## config.mk

```make
export PLATFORM = sky130hd
export DESIGN_NAME = cache_writeback_unit_flat
export DESIGN_NICKNAME = d
export VERILOG_FILES = /design/src/rtl/cache_writeback_unit_if.sv /design/src/rtl/cache_writeback_unit.sv /design/src/flat_wrapper.sv
export SDC_FILE = /design/constraint.sdc
export NUM_CORES = 1
export LEC_CHECK = 0
export BUFFER_PORTS_ARGS = -buffer_cell sky130_fd_sc_hd__buf_4
export CAP_MARGIN = 20
export CORE_MARGIN = 5
export CORE_UTILIZATION = 40
export CTS_BUF_LIST = sky130_fd_sc_hd__clkbuf_16
export CTS_CLUSTER_SIZE = 25
export DETAILED_ROUTE_END_ITERATION = 10
export GPL_TIMING_DRIVEN = 0
export MAX_ROUTING_LAYER = met4
export PLACE_DENSITY = 0.69
export SLEW_MARGIN = 5
export SYNTH_ARGS = -nofsm -noshare
export SYNTH_HDL_FRONTEND = slang
export SYNTH_SLANG_ARGS = --single-unit
```

## constraint.sdc

```tcl
create_clock -name clk -period 2.3 [get_ports clk]
set_input_delay 0.115 -clock clk [delete_from_list [all_inputs] [get_ports clk]]
set_output_delay 0.115 -clock clk [all_outputs]
set_load 0.03 [all_outputs]
```

## src/rtl/cache_writeback_unit_if.sv

```systemverilog
`default_nettype none
// ============================================================================
//  Module   : cache_writeback_unit_if
//  Brief    : AXI-style write channel bundle (AW, W, B) between the
//             write-back unit (master) and the memory bus (slave).
//  Revision : 1.0 - initial release
// ============================================================================
interface cache_writeback_unit_if #(
  parameter int ADDR_WIDTH = 32
);
  // Address channel
  logic                  awvalid;
  logic                  awready;
  logic [ADDR_WIDTH-1:0] awaddr;
  logic [7:0]            awlen;
  logic [2:0]            awsize;
  logic [1:0]            awburst;
  // Data channel
  logic                  wvalid;
  logic                  wready;
  logic [31:0]           wdata;
  logic [3:0]            wstrb;
  logic                  wlast;
  // Response channel
  logic                  bvalid;
  logic                  bready;
  logic [1:0]            bresp;

  modport master (
    output awvalid, awaddr, awlen, awsize, awburst,
    output wvalid, wdata, wstrb, wlast,
    output bready,
    input  awready, wready, bvalid, bresp
  );

  modport slave (
    input  awvalid, awaddr, awlen, awsize, awburst,
    input  wvalid, wdata, wstrb, wlast,
    input  bready,
    output awready, wready, bvalid, bresp
  );
endinterface
`default_nettype wire

```

## src/rtl/cache_writeback_unit.sv

```systemverilog
`default_nettype none
// ============================================================================
//  Module   : cache_writeback_unit
//  Brief    : Drains one dirty direct-mapped cache line to memory as a single
//             INCR write burst: one address phase, 2^(LINE_WIDTH-2) data
//             beats read from the line's word-index port, one response.
//  Options  : CACHE_WB_ERR_EN - when defined, a non-OKAY write response sets
//             the sticky wb_err flag; otherwise wb_err is tied low.
//  Revision : 1.0 - initial release
// ============================================================================
module cache_writeback_unit #(
  parameter int ADDR_WIDTH  = 32,
  parameter int LINE_WIDTH  = 6,
  parameter int CACHE_WIDTH = 6
) (
  input  wire                                       clk,
  input  wire                                       rst,
  input  wire                                       wb_req,
  input  wire [ADDR_WIDTH-LINE_WIDTH-CACHE_WIDTH-1:0] wb_tag,
  input  wire [CACHE_WIDTH-1:0]                     wb_set,
  output logic                                      wb_busy,
  output logic                                      wb_done,
  output logic                                      wb_err,
  output logic [LINE_WIDTH-3:0]                     line_index,
  input  wire [31:0]                                line_data,
  cache_writeback_unit_if.master                    bus
);

  localparam int IDX_WIDTH = LINE_WIDTH - 2;
  localparam int NW        = 1 << IDX_WIDTH;

  // Counter is one bit wider than the word index so it can reach NW.
  localparam logic [IDX_WIDTH:0] C_CNT_ONE  = (IDX_WIDTH + 1)'(1);
  localparam logic [IDX_WIDTH:0] C_CNT_LAST = (IDX_WIDTH + 1)'(NW - 1);

  typedef enum logic [1:0] {
    S_IDLE = 2'd0,
    S_ADDR = 2'd1,
    S_DATA = 2'd2,
    S_RESP = 2'd3
  } state_t;

  state_t                  r_state,   w_state_nxt;
  logic                    r_awvalid, w_awvalid_nxt;
  logic [ADDR_WIDTH-1:0]   r_awaddr,  w_awaddr_nxt;
  logic                    r_wvalid,  w_wvalid_nxt;
  logic [31:0]             r_wdata,   w_wdata_nxt;
  logic                    r_wlast,   w_wlast_nxt;
  logic                    r_bready,  w_bready_nxt;
  logic                    r_done,    w_done_nxt;
  logic [IDX_WIDTH:0]      r_cnt,     w_cnt_nxt;
  logic [IDX_WIDTH-1:0]    w_line_index;
`ifdef CACHE_WB_ERR_EN
  logic                    r_err,     w_err_nxt;
`endif

  // State and datapath registers; reset drops every valid immediately.
  always_ff @(posedge clk) begin
    if (!rst) begin
      r_state   <= S_IDLE;
      r_awvalid <= 1'b0;
      r_awaddr  <= '0;
      r_wvalid  <= 1'b0;
      r_wdata   <= '0;
      r_wlast   <= 1'b0;
      r_bready  <= 1'b0;
      r_done    <= 1'b0;
      r_cnt     <= '0;
`ifdef CACHE_WB_ERR_EN
      r_err     <= 1'b0;
`endif
    end else begin
      r_state   <= w_state_nxt;
      r_awvalid <= w_awvalid_nxt;
      r_awaddr  <= w_awaddr_nxt;
      r_wvalid  <= w_wvalid_nxt;
      r_wdata   <= w_wdata_nxt;
      r_wlast   <= w_wlast_nxt;
      r_bready  <= w_bready_nxt;
      r_done    <= w_done_nxt;
      r_cnt     <= w_cnt_nxt;
`ifdef CACHE_WB_ERR_EN
      r_err     <= w_err_nxt;
`endif
    end
  end

  // Next-state logic: sequence address, data beats and response per request.
  always_comb begin
    w_state_nxt   = r_state;
    w_awvalid_nxt = r_awvalid;
    w_awaddr_nxt  = r_awaddr;
    w_wvalid_nxt  = r_wvalid;
    w_wdata_nxt   = r_wdata;
    w_wlast_nxt   = r_wlast;
    w_bready_nxt  = r_bready;
    w_done_nxt    = 1'b0;
    w_cnt_nxt     = r_cnt;
    w_line_index  = '0;
`ifdef CACHE_WB_ERR_EN
    w_err_nxt     = r_err;
`endif

    case (r_state)
      S_IDLE: begin
        // Requests arriving while busy never reach here, so they are dropped.
        if (wb_req) begin
          w_awaddr_nxt  = {wb_tag, wb_set, {LINE_WIDTH{1'b0}}};
          w_awvalid_nxt = 1'b1;
          w_cnt_nxt     = '0;
          w_state_nxt   = S_ADDR;
        end
      end

      S_ADDR: begin
        // Word 0 is pre-fetched so the first beat is ready right after AW.
        w_line_index = '0;
        if (r_awvalid && bus.awready) begin
          w_awvalid_nxt = 1'b0;
          w_wdata_nxt   = line_data;
          w_cnt_nxt     = C_CNT_ONE;
          w_wvalid_nxt  = 1'b1;
          w_wlast_nxt   = (NW == 1);
          w_state_nxt   = S_DATA;
        end
      end

      S_DATA: begin
        // The counter always points at the word to load for the next beat.
        w_line_index = r_cnt[IDX_WIDTH-1:0];
        if (r_wvalid && bus.wready) begin
          if (r_wlast) begin
            w_wvalid_nxt = 1'b0;
            w_wlast_nxt  = 1'b0;
            w_bready_nxt = 1'b1;
            w_state_nxt  = S_RESP;
          end else begin
            w_wdata_nxt = line_data;
            w_cnt_nxt   = r_cnt + C_CNT_ONE;
            w_wlast_nxt = (r_cnt == C_CNT_LAST);
          end
        end
      end

      S_RESP: begin
        if (r_bready && bus.bvalid) begin
          w_bready_nxt = 1'b0;
          w_done_nxt   = 1'b1;
          w_state_nxt  = S_IDLE;
`ifdef CACHE_WB_ERR_EN
          if (bus.bresp != 2'b00) begin
            w_err_nxt = 1'b1;
          end
`endif
        end
      end

      default: begin
        w_state_nxt = S_IDLE;
      end
    endcase
  end

  assign bus.awvalid = r_awvalid;
  assign bus.awaddr  = r_awaddr;
  assign bus.awlen   = 8'(NW - 1);
  assign bus.awsize  = 3'b010;
  assign bus.awburst = 2'b01;
  assign bus.wvalid  = r_wvalid;
  assign bus.wdata   = r_wdata;
  assign bus.wstrb   = 4'hF;
  assign bus.wlast   = r_wlast;
  assign bus.bready  = r_bready;

  assign wb_busy    = (r_state != S_IDLE);
  assign wb_done    = r_done;
  assign line_index = w_line_index;

`ifdef CACHE_WB_ERR_EN
  assign wb_err = r_err;
`else
  // Response code carries no meaning when error reporting is disabled.
  logic w_unused_bresp;
  assign w_unused_bresp = ^bus.bresp;
  assign wb_err         = 1'b0;
`endif

endmodule
`default_nettype wire

```

## src/flat_wrapper.sv

```systemverilog
// flat-port wrapper written by rule: the top's interface ports become plain ports
module cache_writeback_unit_flat 
#(
  parameter int ADDR_WIDTH  = 32,
  parameter int LINE_WIDTH  = 6,
  parameter int CACHE_WIDTH = 6
)
  (clk, rst, wb_req, wb_tag, wb_set, wb_busy, wb_done, wb_err, line_index, line_data, bus_awvalid, bus_awaddr, bus_awlen, bus_awsize, bus_awburst, bus_wvalid, bus_wdata, bus_wstrb, bus_wlast, bus_bready, bus_awready, bus_wready, bus_bvalid, bus_bresp);
  cache_writeback_unit_if #(.ADDR_WIDTH(ADDR_WIDTH)) bus_i ();
  input  wire clk;
  input  wire rst;
  input  wire wb_req;
  input  wire [ADDR_WIDTH-LINE_WIDTH-CACHE_WIDTH-1:0] wb_tag;
  input  wire [CACHE_WIDTH-1:0] wb_set;
  output logic wb_busy;
  output logic wb_done;
  output logic wb_err;
  output logic [LINE_WIDTH-3:0] line_index;
  input  wire [31:0] line_data;
  output wire logic [$bits(bus_i.awvalid)-1:0] bus_awvalid;
  output wire logic [$bits(bus_i.awaddr)-1:0] bus_awaddr;
  output wire logic [$bits(bus_i.awlen)-1:0] bus_awlen;
  output wire logic [$bits(bus_i.awsize)-1:0] bus_awsize;
  output wire logic [$bits(bus_i.awburst)-1:0] bus_awburst;
  output wire logic [$bits(bus_i.wvalid)-1:0] bus_wvalid;
  output wire logic [$bits(bus_i.wdata)-1:0] bus_wdata;
  output wire logic [$bits(bus_i.wstrb)-1:0] bus_wstrb;
  output wire logic [$bits(bus_i.wlast)-1:0] bus_wlast;
  output wire logic [$bits(bus_i.bready)-1:0] bus_bready;
  input wire logic [$bits(bus_i.awready)-1:0] bus_awready;
  input wire logic [$bits(bus_i.wready)-1:0] bus_wready;
  input wire logic [$bits(bus_i.bvalid)-1:0] bus_bvalid;
  input wire logic [$bits(bus_i.bresp)-1:0] bus_bresp;
  assign bus_awvalid = bus_i.awvalid;
  assign bus_awaddr = bus_i.awaddr;
  assign bus_awlen = bus_i.awlen;
  assign bus_awsize = bus_i.awsize;
  assign bus_awburst = bus_i.awburst;
  assign bus_wvalid = bus_i.wvalid;
  assign bus_wdata = bus_i.wdata;
  assign bus_wstrb = bus_i.wstrb;
  assign bus_wlast = bus_i.wlast;
  assign bus_bready = bus_i.bready;
  assign bus_i.awready = bus_awready;
  assign bus_i.wready = bus_wready;
  assign bus_i.bvalid = bus_bvalid;
  assign bus_i.bresp = bus_bresp;
  cache_writeback_unit #(.ADDR_WIDTH(ADDR_WIDTH), .LINE_WIDTH(LINE_WIDTH), .CACHE_WIDTH(CACHE_WIDTH)) u_core (.clk(clk), .rst(rst), .wb_req(wb_req), .wb_tag(wb_tag), .wb_set(wb_set), .wb_busy(wb_busy), .wb_done(wb_done), .wb_err(wb_err), .line_index(line_index), .line_data(line_data), .bus(bus_i));
endmodule
```

; ---- Yosys cells after proc, flatten, opt, wreduce, memory -nomap -nowiden
; Index checks and enable logic that the tools add are counted.
[word_totals]
regBits = 70
output_inout_bits = 92
[op_classes]
addsub = 1
eq_ne = 10
n_mux = 31
reduce_logical = 18
[op_table]
columns = cell, count
row1 = 32-bit two-way mux, 3
row2 = 32-bit one-hot mux with 2 select lines, 1
row3 = 5-bit two-way mux, 4
row4 = 5-bit one-hot mux with 3 select lines, 1
row5 = 4-bit AND reduction, 3
row6 = 1-bit two-way mux, 11
row7 = 2-bit two-way mux, 5
row8 = 5-bit AND reduction, 2
row9 = "2-bit by 1-bit inequality test with 1-bit output, second input constant", 4
row10 = 1-bit one-hot mux with 2 select lines, 4
row11 = 2-bit one-hot mux with 4 select lines, 1
row12 = 2-bit nonzero test, 4
row13 = 3-bit AND reduction, 2
row14 = "5-bit by 1-bit adder with 5-bit output, second input constant", 1
row15 = "5-bit by 4-bit == test with 1-bit output, second input constant", 1
row16 = "2-bit == test, second input constant", 2
row17 = 4-bit two-way mux, 1
row18 = "2-bit inequality test, second input constant", 2
row19 = 2-bit AND reduction, 2
row20 = 1-bit logical AND, 3
row21 = 3-bit nonzero test, 1
row22 = "2-bit by 1-bit == test with 1-bit output, second input constant", 1
row23 = 2-bit logical NOT, 1

; ---- Longest topological paths before layout
[depth]
depth_word = 4
ltp_mapped = 7

; ---- Worst setup path after synthesis
; No wires, ideal clock.
[synth_path]
path_kind = reg2reg
from = register u_core.r_state[0]
to = register u_core.r_state[0]
setup_time_ns = 0.072
arrival_time_ns = 1.806
path_slack_ns = 0.422
stages_incl_launch_ff = 8
n_path_buf = 1
path_cell_list = dfxtp_1 > inv_1 > ha_1 > clkbuf_1 > a21bo_2 > o21ai_0 > nor4_1 > mux2i_1
[synth_via]
elab_chain_cells = 3
[synth_lines]
columns = item, line_no
row1 = start: declaration, cache_writeback_unit.sv:43  ; state_t r_state, w_state_nxt;
row2 = start signal: assignment, cache_writeback_unit.sv:73  ; r_state <= w_state_nxt;
row3 = 2-bit == test (tied with other cells), cache_writeback_unit.sv:104  ; case (r_state)
row4 = 2-bit by 1-bit inequality test with 1-bit output (no line) or 2-bit inequality test (tied branches), --
row5 = 5-bit AND reduction (no line), --
; Several ways; a longest one is shown, not always the timed one.
; A chain may end at the register's enable or synchronous reset.

; ---- Worst setup path after layout
[layout_path]
from = register u_core.r_state[0]
to = register u_core.r_wdata[13], in the netlist u_core.bus.wdata[13]
[layout_via]
elab_chain_cells = 3
[layout_lines]
columns = item, line_no
row1 = 2-bit == test or 2-bit by 1-bit == test with 1-bit output (tied branches), cache_writeback_unit.sv:104
row2 = 2-bit inequality test (no line) (tied with other cells), --
row3 = 4-bit AND reduction (no line), --
row4 = end signal: assignment, cache_writeback_unit.sv:77  ; r_wdata <= w_wdata_nxt;
row5 = end: declaration, cache_writeback_unit.sv:47  ; logic [31:0] r_wdata, w_wdata_nxt;
; Several ways; a longest one is shown, not always the timed one.

==> metrics.csv <==
stage,metric,value,unit
run_status,run status,completed,
route,Detail Route Antenna Nets,0,
cells_and_area,Non-Filler Instances,643,
placed_design,port buffer count,130,
grt,global-route wire length before repair,13300,µm
cells_and_area,fill cell count,682,
logic_synthesis,post-synth top area cell,dfxtp_1,
setup_path,Startpoint Class,flip-flop,
min_path,Worst Hold Path Cells,3,
logic_synthesis,Syn. warnings,0,
cts,CTS sink count,70,
sta,RSZ-0062 raised after global routing,false,
cells_and_area,P&R area growth vs syn,48.8,%
cells_and_area,layout cell share with drive strength beyond 1,33.6,%
min_path,worst min path class,in -> reg,
setup_path,Crit path arrival time,2.36,ns
min_path,hold_sp,line_data[26],
pwr,sequential share of power,31.1,%
setup_path,crit path launch,u_core.r_state[0]$_SDFFE_PN0P_,
die,Ports,158,
grt,initial antenna violation count,0,
logic_synthesis,post-synth top area share,46.3,%
route,# DRC,0,
setup_path,Critical R2R Capture,u_core.bus.wdata[13]$_SDFFE_PN0P_,
setup_path,crit-path leading delay family,buffers and inverters,
grt,number of global-route vias before repair,2836,
cells_and_area,antenna fix cells,0,
sta,"Slew Viols, Final",0,
sta,Fin Setup TNS,0,ns
logic_synthesis,Synth Cell Area,3030,µm²
setup_path,Crit path required time,2.55,ns
setup_path,"setup slack, reg-to-reg",0.19,ns
logic_synthesis,Synth cell types,37,
setup_path,crit path capture type,flip-flop,
route,Vias,2948,
setup_path,delay of the slowest critical-path stage,0.45,ns
cts,CTS tree,yes,
setup_path,Setup CP Type,reg -> reg,
cts,Root Driver,clkbuf_16,
setup_path,CP most frequent cell,inv_1,
pwr,power per cell area,1260,nW/µm²
route,vias per cell,4.58,
setup_path,RR Startpoint,u_core.r_state[0]$_SDFFE_PN0P_,
setup_path,Bufs and invs on worst path,3,
die,Die Y,97.0,µm
logic_synthesis,dominant cells by area after synthesis,"dfxtp_1 46%, nand2_1 12%, o21ai_0 6.6%, buf_4 6.0%, nand3_1 5.6%",
setup_path,R2R cell count,7,
logic_synthesis,synthesized area per cell,8.09,µm²
cells_and_area,fin nets,614,
setup_path,crit-path max FO,10,
sta,Least-Margin Pin Slew,0.720,ns
die,floorplan row count,31,
logic_synthesis,Synth top cells by count,"95 x nand2_1, 70 x dfxtp_1, 40 x o21ai_0, 34 x nand3_1, 24 x buf_4",
route,WL/cell,12.8,µm
cts,cts bufs inserted,9,
logic_synthesis,sequential area share after synthesis,46.3,%
die,Die Width,97.0,µm
pwr,Power Total,5.69,mW
logic_synthesis,number of flops mapped to enable cells by yosys,0,
setup_path,Worst path slowest cell,a211oi_4,
cts,Max H-tree Level,3,
die,DIE AREA,9410,µm²
setup_path,cell-by-cell trace of the critical path,"inv_1, ha_1, inv_1, a211oi_4, buf_2, nand3_1, o21ai_0",
route,First DRT Iteration DRCs,88,
grt,grt ovf,0,
sta,Peak Freq,474,MHz
grt,largest net degree at the start of global routing,12,
pwr,Comb pwr share,47.9,%
pwr,Clk pwr share,21.0,%
job,MaxCap Viol Count,0,
cts,clk slew on worst S/H paths,0.06,ns
cts,insertion delay to the later sink of the worst-skew pair,0.32,ns
sta,final hold violations,0,
die,Starting Density,41.5,%
sta,Min Hold Slack,0.00480,ns
pwr,sw frac,42.9,%
pwr,Max IR drop VDD,640,µV
sta,final worst-path cycle share,91.8,%
die,Core Area,7290,µm²
route,1st-pass router iterations,4,
cts,Clock Path Buffers,2,
logic_synthesis,post-synthesis instance total,374,
logic_synthesis,synthesized flop and latch total,70,
pwr,net switching power,2.44,mW
sta,Setup Skew,0.00526,ns
placed_design,placed insts,625,
placed_design,Post-DP HPWL,6190,µm
logic_synthesis,"FFs w/ async S/R, synth",0,%
pwr,Internal,3.25,mW
logic_synthesis,top-count cell post-synth,nand2_1,
sta,slew margin rel.,51.9,%
min_path,Worst Hold End,u_core.bus.wdata[26]$_SDFFE_PN0P_,
logic_synthesis,main flop type after synthesis,dfxtp_1,
sta,Setup-failing EPs final,0,
placed_design,GP Congestion,0.803,
grt,All-Layer GR Usage,17.4,%
route,routed wire length,8210,µm
pwr,leakage power,2.08,nW
sta,post-layout min period,2.11,ns
## logic make-up after synthesis
kind of cell               count (synthesis)  share of synthesized area (%)
muxes                                      3                          0.992
DFF                                       70                           46.3
buffers and inverters                     57                           10.2
adders and majority gates                  9                           3.72
and+or+nand+nor                          153                           22.5
other                                      2                          0.248
AOI/OAI and AO/OA                         80                           16.1
## cell type report
| cell class | count | area [µm²] | area share (%) |
|---|---|---|---|
| Multi-Input combinational cell | 269 | 1410 | 31.4 |
| Tap cell | 99 | 124 | 2.75 |
| Buffer | 48 | 279 | 6.20 |
| Clock inverter | 7 | 32.5 | 0.722 |
| Inverter | 9 | 33.8 | 0.750 |
| Timing Repair Buffer | 132 | 993 | 22.1 |
| Sequential cell | 70 | 1400 | 31.1 |
| Clock buffer | 9 | 225 | 5.00 |
## worst max-delay path by stage
stage                     slack, ns  cells after the start                                end
after global placement          0.1                      7     u_core.r_state[1]$_SDFFE_PN0P_
after global routing           0.01                      7   u_core.bus.wdata[8]$_SDFFE_PN0P_
after detailed placement       0.03                      6  u_core.bus.wdata[13]$_SDFFE_PN0P_
final                          0.19                      7  u_core.bus.wdata[13]$_SDFFE_PN0P_
after floorplan                0.42                      7     u_core.r_state[0]$_SDFFE_PN0P_
after CTS                     0.007                      7     u_core.r_state[1]$_SDFFE_PN0P_
## power groups by stage
stage | clock network [mW] | logic [mW] | registers (mW)
floorplan | 0 | 1.09 | 2.42
global placement | 0 | 2.65 | 1.78
detailed placement | 0 | 2.68 | 1.79
CTS | 1.22 | 2.71 | 1.78
global route | 1.28 | 2.97 | 1.82
finish | 1.19 | 2.73 | 1.77
## per-stage QoR
step                util (%)  worst slack, ns  instance area [µm²]
floorplan                  -            0.422                 3110
global placement        57.7           0.0991                 4210
detailed placement      57.7           0.0329                 4210
CTS                     61.5          0.00675                 4480
global route            61.8           0.0108                 4500
finish                  61.8            0.188                 4500
## tightest hold or removal path, cell delays in order
cell	delay, ns
buf_4	0.07
nand3_1	0.05
o21ai_0	0.06
## registers in the layout (all words and copies together), names as in the netlist
signal / cells
u_core.bus.wvalid: 1
u_core.bus.awaddr: 26
u_core.bus.wlast: 1
u_core.r_cnt: 5
u_core.bus.wdata: 32
u_core.wb_done: 1
u_core.bus.awvalid: 1
u_core.bus.bready: 1
u_core.r_state: 2
## metal layers
metal | up-vias | global-route usage [%] | wire length (µm)
met5 | - | - | 0
met4 | 0 | 4.86 | 42
met3 | 5 | 8.42 | 868
met2 | 112 | 26.2 | 3640
met1 | 1299 | 20.8 | 3660
li1 | 1532 | - | -
## placed cells by master, fill, tap and decap left out, drive strengths merged
master,netlist,final
o31ai,1,1
and2,6,6
clkbuf,20,29
nor2b,2,2
nand2,95,95
nand4,1,1
o41ai,2,2
clkinv,0,6
a211oi,1,1
o21ai,40,40
nand3,34,34
a31o,1,1
a311oi,1,1
mux2i,3,3
dlygate4sd3,0,1
a21bo,1,1
nor2,5,5
or3,1,1
a21boi,8,8
nor4,1,1
nor3,1,1
a21oi,20,20
a41oi,2,2
a32oi,1,1
or4b,1,1
nand3b,1,1
a2111oi,1,1
buf,28,159
and3,3,3
conb,2,24
o21bai,1,1
nand2b,1,1
or2,1,1
dfxtp,70,70
ha,9,9
inv,9,10
## what timing repair did
item | 4_1_cts | 5_1_grt
hold buffers | 1 | 0
endpoints found under the hold margin | 1 | 0
resized for setup | 1 | 9
endpoints found under the setup margin | 2 | 17
pin swaps | 0 | 2
setup buffers | 0 | 1
(Power assumes the default switching activity.)
